<file path="src/rtl/z16_decode_stage.sv">
// Z16 registered decode stage: one output bundle register plus one raw skid entry.
// Optional load-use interlock: define Z16_DECODE_LOAD_USE_INTERLOCK_EN.
module z16_decode_stage #(
    parameter int DATA_W      = 16,
    parameter int STALL_CNT_W = 16
) (
    input  logic                   i_clk,
    input  logic                   i_rst_n,
    input  logic [15:0]            i_instr,
    input  logic                   i_valid,
    output logic                   o_ready,
    input  logic                   i_flush,
    output logic                   o_valid,
    input  logic                   i_ready,
    output logic [3:0]             o_opcode,
    output logic [3:0]             o_rd_addr,
    output logic [3:0]             o_rs1_addr,
    output logic [3:0]             o_rs2_addr,
    output logic [DATA_W-1:0]      o_imm,
    output logic                   o_rd_wen,
    output logic                   o_mem_wen,
    output logic                   o_mem_ren,
    output logic [3:0]             o_alu_ctrl,
    output logic                   o_illegal,
    output logic [STALL_CNT_W-1:0] o_stall_cnt
);

    logic              r_valid;
    logic              r_ready;
    logic              r_skid_valid;
    logic [15:0]       r_skid_instr;
    logic [3:0]        r_opcode;
    logic [3:0]        r_rd_addr;
    logic [3:0]        r_rs1_addr;
    logic [3:0]        r_rs2_addr;
    logic [DATA_W-1:0] r_imm;
    logic              r_rd_wen;
    logic              r_mem_wen;
    logic              r_mem_ren;
    logic [3:0]        r_alu_ctrl;
    logic              r_illegal;

    logic              w_acc;
    logic              w_xfer;
    logic              w_out_free;
    logic              w_cand_valid;
    logic              w_load_out;
    logic              w_skid_valid_n;
    logic              w_haz;
    logic [15:0]       w_cand;
    logic [3:0]        w_op;
    logic [3:0]        w_rs2;
    logic [DATA_W-1:0] w_imm;
    logic [DATA_W-1:0] w_imm4;
    logic              w_rd_wen;
    logic              w_mem_wen;
    logic              w_mem_ren;
    logic [3:0]        w_alu_ctrl;
    logic              w_illegal;

    // The skid entry is always older than the input, so it goes first.
    assign w_acc          = i_valid && r_ready;
    assign w_xfer         = r_valid && i_ready;
    assign w_out_free     = !r_valid || i_ready;
    assign w_cand_valid   = r_skid_valid || w_acc;
    assign w_cand         = r_skid_valid ? r_skid_instr : i_instr;
    assign w_op           = w_cand[3:0];
    assign w_imm4         = {{(DATA_W-4){w_cand[15]}}, w_cand[15:12]};
    assign w_load_out     = w_out_free && w_cand_valid && !w_haz;
    assign w_skid_valid_n = w_cand_valid && !w_load_out;

    always_comb begin
        w_rs2      = 4'h0;
        w_imm      = '0;
        w_rd_wen   = 1'b0;
        w_mem_wen  = 1'b0;
        w_mem_ren  = 1'b0;
        w_alu_ctrl = 4'h0;
        w_illegal  = 1'b0;
        unique case (1'b1)
            (w_op <= 4'h8): begin
                w_rs2      = w_cand[15:12];
                w_rd_wen   = 1'b1;
                w_alu_ctrl = w_op;
            end
            (w_op == 4'hA): begin
                w_imm    = w_imm4;
                w_rd_wen = 1'b1;
            end
            (w_op == 4'hB): begin
                w_imm     = w_imm4;
                w_rd_wen  = 1'b1;
                w_mem_ren = 1'b1;
            end
            (w_op == 4'hC): begin
                w_imm     = w_imm4;
                w_mem_wen = 1'b1;
            end
            default: w_illegal = 1'b1;
        endcase
    end

`ifdef Z16_DECODE_LOAD_USE_INTERLOCK_EN
    logic                   w_reads_rd;
    logic [STALL_CNT_W-1:0] r_stall_cnt;

    always_comb begin
        w_reads_rd = 1'b0;
        unique case (1'b1)
            (w_op <= 4'h8):
                w_reads_rd = (w_cand[11:8] == r_rd_addr) ||
                             (w_cand[15:12] == r_rd_addr);
            (w_op == 4'hA),
            (w_op == 4'hB):
                w_reads_rd = (w_cand[11:8] == r_rd_addr);
            (w_op == 4'hC):
                w_reads_rd = (w_cand[11:8] == r_rd_addr) ||
                             (w_cand[7:4] == r_rd_addr);
            default: w_reads_rd = 1'b0;
        endcase
    end

    // A load leaving while its consumer would enter: park the consumer one cycle.
    assign w_haz = w_xfer && r_mem_ren && w_cand_valid &&
                   w_reads_rd && !i_flush;

    always_ff @(posedge i_clk or negedge i_rst_n) begin
        if (!i_rst_n) begin
            r_stall_cnt <= '0;
        end else if (w_haz && (r_stall_cnt != '1)) begin
            r_stall_cnt <= r_stall_cnt + 1'b1;
        end
    end

    assign o_stall_cnt = r_stall_cnt;
`else
    assign w_haz       = 1'b0;
    assign o_stall_cnt = '0;
`endif

    always_ff @(posedge i_clk or negedge i_rst_n) begin
        if (!i_rst_n) begin
            r_valid      <= 1'b0;
            r_ready      <= 1'b1;
            r_skid_valid <= 1'b0;
            r_skid_instr <= 16'h0;
            r_opcode     <= 4'h0;
            r_rd_addr    <= 4'h0;
            r_rs1_addr   <= 4'h0;
            r_rs2_addr   <= 4'h0;
            r_imm        <= '0;
            r_rd_wen     <= 1'b0;
            r_mem_wen    <= 1'b0;
            r_mem_ren    <= 1'b0;
            r_alu_ctrl   <= 4'h0;
            r_illegal    <= 1'b0;
        end else if (i_flush) begin
            r_valid      <= 1'b0;
            r_ready      <= 1'b1;
            r_skid_valid <= 1'b0;
        end else begin
            r_skid_valid <= w_skid_valid_n;
            r_ready      <= !w_skid_valid_n;
            if (w_skid_valid_n) begin
                r_skid_instr <= w_cand;
            end
            if (w_load_out) begin
                r_valid    <= 1'b1;
                r_opcode   <= w_op;
                r_rd_addr  <= w_cand[7:4];
                r_rs1_addr <= w_cand[11:8];
                r_rs2_addr <= w_rs2;
                r_imm      <= w_imm;
                r_rd_wen   <= w_rd_wen;
                r_mem_wen  <= w_mem_wen;
                r_mem_ren  <= w_mem_ren;
                r_alu_ctrl <= w_alu_ctrl;
                r_illegal  <= w_illegal;
            end else if (w_xfer) begin
                r_valid <= 1'b0;
            end
        end
    end

    assign o_ready    = r_ready;
    assign o_valid    = r_valid;
    assign o_opcode   = r_opcode;
    assign o_rd_addr  = r_rd_addr;
    assign o_rs1_addr = r_rs1_addr;
    assign o_rs2_addr = r_rs2_addr;
    assign o_imm      = r_imm;
    assign o_rd_wen   = r_rd_wen;
    assign o_mem_wen  = r_mem_wen;
    assign o_mem_ren  = r_mem_ren;
    assign o_alu_ctrl = r_alu_ctrl;
    assign o_illegal  = r_illegal;

endmodule

</file>
<file path="config.mk">
export PLATFORM = sky130hd
export DESIGN_NAME = z16_decode_stage
export DESIGN_NICKNAME = d
export VERILOG_FILES = /design/src/rtl/z16_decode_stage.sv
export SDC_FILE = /design/constraint.sdc
export NUM_CORES = 1
export LEC_CHECK = 0
export ABC_AREA = 1
export ABC_CLOCK_PERIOD_IN_PS = 3100
export CAP_MARGIN = 10
export CORE_ASPECT_RATIO = 0.9
export CORE_MARGIN = 10
export CORE_UTILIZATION = 44
export CTS_BUF_LIST = sky130_fd_sc_hd__clkbuf_4 sky130_fd_sc_hd__clkbuf_8
export CTS_CLUSTER_SIZE = 20
export DETAILED_ROUTE_END_ITERATION = 8
export GPL_TIMING_DRIVEN = 1
export PLACE_DENSITY = 0.8
export SYNTH_ARGS = -nofsm -noshare
export SYNTH_HDL_FRONTEND = slang
export SYNTH_SLANG_ARGS = --single-unit
</file>
<file path="constraint.sdc">
create_clock -name i_clk -period 3.1 [get_ports i_clk]
set_input_delay 0.31 -clock i_clk [delete_from_list [all_inputs] [get_ports i_clk]]
set_output_delay 0.31 -clock i_clk [all_outputs]
set_load 0.005 [all_outputs]
</file>
After elaboration in Yosys (flattened, before gate mapping)
Cells that the tools add are included.
{ "word_totals": {"reg_bits": 59, "latch_bits": 0, "mem_bits_rw": 0, "rom_bits": 0, "elab_cells": 47, "n_memories": 0} }
{ "op_classes": {"add_sub_neg": 0, "multipliers": 0, "n_div": 0, "order_cmp": 1, "eq_ne": 3, "shifts": 0, "n_mux": 13, "n_bitwise": 1, "n_reduce_logical": 15} }
{ "op_table": {"columns": ["operator", "count"], "rows": [
  ["$mux 16", 2],
  ["$eq 4x4->1 const B", 3],
  ["$mux 1", 9],
  ["$mux 4", 2],
  ["$reduce_or 3->1", 2],
  ["$le 4x4->1 const B", 1],
  ["$logic_and 1x1->1", 4],
  ["$reduce_and 2->1", 2],
  ["$reduce_or 4->1", 1],
  ["$logic_not 1->1", 3],
  ["$reduce_bool 3->1", 1],
  ["$logic_or 1x1->1", 2],
  ["$not 1->1", 1]
]} }

Logic depth before layout (Yosys ltp)
{ "logic_depth": {"depth_word": 7, "ltp_mapped": 9} }

Worst setup path before layout
OpenSTA, ideal clock, no wires.
{ "synth_timing": {"kind": "flip-flop to flip-flop", "start": "reg r_ready (netlist: o_ready)", "end": "reg r_alu_ctrl[0] (netlist: o_alu_ctrl[0])", "setup_time_ns": 0.117, "arrival_time_ns": 1.123, "t_required_ns": 2.983, "path_slack_ns": 1.860, "path_stages_with_launch": 8, "period_less_slack_ns": 1.240, "path_cell_list": "dfstp_2 > nand2_1 > nand2_4 > nand3_2 > buf_6 > buf_6 > nand2_1 > o21ai_2"} }
{ "synth_between": {"elab_chain_cells": 4} }
{ "synth_rtl": {"columns": ["element", "line_no", "rtl"], "rows": [
  ["from (decl)", "29", "logic r_ready;"],
  ["from (signal assigned)", "163", "r_ready <= !w_skid_valid_n;"],
  ["$logic_and 1x1->1", "62", "assign w_acc = i_valid && r_ready;"],
  ["$logic_or 1x1->1", "65", "assign w_cand_valid = r_skid_valid || w_acc;"],
  ["$logic_and 1x1->1", "69", "assign w_load_out = w_out_free && w_cand_valid && !w_haz;"],
  ["$reduce_and 2->1 (no source line)", null, null],
  ["to (signal assigned)", "177", "r_alu_ctrl <= w_alu_ctrl;"],
  ["to (decl)", "40", "logic [3:0] r_alu_ctrl;"]
]} }
Every way passes these cells.
A chain may end at the register's enable or synchronous reset.

Worst setup path in the final report
{ "layout_timing": {"start": "reg r_skid_valid", "end": "reg r_alu_ctrl[2] (netlist: o_alu_ctrl[2])"} }
{ "layout_between": {"elab_chain_cells": 3} }
{ "layout_rtl": {"columns": ["element", "line_no", "rtl"], "rows": [
  ["from (decl)", "30", "logic r_skid_valid;"],
  ["from (signal assigned)", "162", "r_skid_valid <= w_skid_valid_n;"],
  ["$mux 16 or $logic_or 1x1->1 (tied branches)", "66, 65", null],
  ["$le 4x4->1 or $logic_and 1x1->1 (tied branches)", "81, 69", null],
  ["$mux 4 or $reduce_and 2->1 (tied branches)", null, null]
]} }
Several ways; a longest one is shown, not always the timed one.

==> run_results.csv <==
group,metric,value,unit
run_status,outcome,"finished, final reports clean",
cts,clk_pin_slew,90,ps
timing,holdWs,196,ps
cts,cts.sinks,47,
critical_path,slowest_stage,"dfrtp_1",
logic_synthesis,synth_flop_cell,"dfrtp_1",
pwr,powerDensity,522,nW/um^2
layout,final_util,0.560,
grt,grt_first_pass_wirelength,9.66,mm
logic_synthesis,synth.area.top_cells,"dfrtp_1 47%, nand2_1 18%, buf_4 8.9%, buf_6 4.1%, o21ai_1 3.9%",
route,drtIter0Drc,85,
cts,htree_num_levels,2,
route,drc_errors,0,
timing,slew_viol_final,0,
grt,gr-total-overflow,0,
critical_path,slowest_delay,680,ps
logic_synthesis,synth_common_cells,"114 x nand2_1, 46 x dfrtp_1, 29 x buf_4",
logic_synthesis,synth.most_common_cell,"nand2_1",
layout,syn2layout_area_growth,21.8,%
timing,slew_headroom,0.314,
place,gp_congestion,0.836,
floorplanning,pin_count,79,
critical_path,reg2reg_to,"o_alu_ctrl[2]",
logic_synthesis,synth-edff-count,0,
critical_path,critPathRequiredTime,3330,ps
timing,finalSetupTns,0,ps
critical_path,crit_arrival,2440,ps
grt,track_usage,0.128,
place,numPortBuffers,62,
critical_path,ff2ff_path_depth,6,
floorplanning,initial_core_util,0.460,
pwr,p_leak,1.48,nW
layout,nets,359,
logic_synthesis,synthArstFlopShare,1.00,
cts,cts_root_buf,"clkbuf_8",
route,dr.pass1.iters,4,
critical_path,critical_path_class,"flop to flop",
layout,layout-drive-gt1-share,0.103,
pwr,p_total,0.00155,W
pwr,ir_drop,0.000252,V
cts,cts_tree,"yes",
timing,rsz0062_at_grt,"no",
route,via_per_inst,4.58,
cts,insertion_delay,300,ps
cts,cts_buffer_depth,2,
place,dp_hpwl,4.24,mm
layout,final_area,2980,um^2
floorplanning,die_area,8940,um^2
cts,cts_setup_buffers,0,
critical_path,path_cells,"inv_2, nand2_4, nand3_2, inv_1, nand2_1, o21ai_1",
timing,period_minus_slack,2210,ps
critical_path,crit_family,"buffers and inverters",
critical_path,rrSetupSlack,890,ps
route,drtAntennaViolNets,0,
logic_synthesis,synth_area,2440,um^2
logic_synthesis,ys_types,21,
grt,antenna_found_initial,0,
flow_run,drv_cap,0,
route,routed_wl,5.51,mm
critical_path,worst_setup_path_start_kind,"flop",
logic_synthesis,synth.largest_area_cell,"dfrtp_1",
timing,fmax,0.452,GHz
critical_path,crit_path_end_kind,"flop",
route,wl_per_cell,13.6,um
floorplanning,core-area,5320,um^2
critical_path,path_buf_inv,2,
timing,fin_crit_sh,0.714,
critical_path,crit_fanout,24,
cts,ctsHoldBuffers,0,
floorplanning,num_rows,25,
logic_synthesis,ys_seq_elements,47,
floorplanning,dieWidth,98.6,um
grt,grt_max_degree,48,
logic_synthesis,synth_top_area_frac,0.471,
timing,worst_clock_skew,6.22,ps
cts,post_cts_resized,0,
timing,worstMarginPinSlew,1030,ps
timing,final_hold_viol_count,0,
timing,setup-violations-final,0,
cts,cts_buffers,5,
layout,antenna_cells,0,
place,postPlaceCellArea,2890,um^2
grt,grt_pass1_vias,1936,
worst_hold_path,hp-class,"primary input to asynchronous set/reset pin",
logic_synthesis,synthCells,291,
logic_synthesis,synth.avg_cell_area,8.40,um^2
floorplanning,die_h,90.7,um
route,vias,1860,
critical_path,worstReg2RegStart,"r_skid_valid",
logic_synthesis,ys_seq_area_frac,0.482,
logic_synthesis,yosysWarnings,0,
[worst register-to-register path: stages (launching register included)]
cell and delay, ps:
dfrtp_1 680, inv_2 340, nand2_4 200, nand3_2 270
inv_1 380, nand2_1 140, o21ai_1 130
[state kept, by name, summed over array words and instances, names as in the netlist]
register,cells
o_alu_ctrl,4
o_illegal,1
o_imm,4
o_mem_ren,1
o_mem_wen,1
o_opcode,4
o_rd_addr,4
o_rd_wen,1
o_ready,1
o_rs1_addr,4
o_rs2_addr,4
o_valid,1
r_skid_instr,16
r_skid_valid,1
[routing by layer]
metal,vias to the layer above,track usage,share of wire
li1,950,-,-
met1,856,0.164,0.48
met2,49,0.193,0.43
met3,5,0.0513,0.078
met4,0,0.0322,0.0087
met5,-,0,0
[placed cells by master, fill, tap and decap left out]
cell / synthesis / layout
mux2i_1: 4 / 4
clkinvlp_4: 0 / 1
nand3_2: 1 / 1
nand2_2: 9 / 9
o21ai_0: 8 / 8
nand3_1: 2 / 2
nor2_4: 1 / 1
clkinv_2: 0 / 1
dfstp_2: 1 / 1
o21ai_1: 19 / 19
nor2_1: 12 / 12
clkdlybuf4s50_1: 0 / 61
inv_2: 2 / 2
nand2_1: 114 / 114
dfrtp_1: 46 / 46
nand2_4: 4 / 4
buf_4: 29 / 1
or2_2: 1 / 1
conb_1: 1 / 16
clkbuf_8: 0 / 5
o21ai_2: 5 / 5
nor2_8: 1 / 1
buf_2: 0 / 1
nand4_1: 1 / 1
clkbuf_4: 0 / 1
inv_1: 21 / 21
[worst max path at each step]
stage | to | slack (ps) | cells past startpoint | startpoint
final | o_alu_ctrl[2] | 890 | 6 | r_skid_valid
after global routing | o_alu_ctrl[2] | 600 | 6 | r_skid_valid
after CTS | o_rd_wen | 870 | 8 | r_skid_valid
after detailed placement | o_rd_wen | 900 | 8 | r_skid_valid
after global placement | o_rd_wen | 1000 | 7 | r_skid_valid
after floorplan | o_alu_ctrl[0] | 1860 | 7 | o_ready
[where the power goes]
| group | total (W) | leakage, nW | switching [W] | internal [W] |
|---|---|---|---|---|
| sequential | 0.000791 | 0.590 | 0.0000644 | 0.000727 |
| clock | 0.000367 | 0.0446 | 0.000200 | 0.000167 |
| combinational | 0.000397 | 0.847 | 0.000187 | 0.000209 |
[kinds of logic after synthesis]
family,Yosys count,synth area share
AO/OA/AOI/OAI,32,0.0732
multiplexers,4,0.0164
AND/OR/NAND/NOR,146,0.261
buffers and inverters,61,0.166
flip-flops,47,0.482
other,1,0.00153
[final cells by class]
cell class                      instances  area (um^2)
Tap cell                               67         83.8
Multi-Input combinational cell        198          917
Inverter                               23         86.3
Clock buffer                            6         76.3
Fill cell                             501         2340
Timing Repair Buffer                   63          623
Sequential cell                        47         1180
Clock inverter                          2         12.5
[stage by stage]
| stage | worst slack [ps] | std cells |
|---|---|---|
| after floorplan | 1860 | 306 |
| after global placement | 1000 | 398 |
| after detailed placement | 904 | 398 |
| after CTS | 874 | 406 |
| after global routing | 602 | 406 |
| final | 887 | 406 |
No activity file was read; power rests on OpenSTA's default activity.
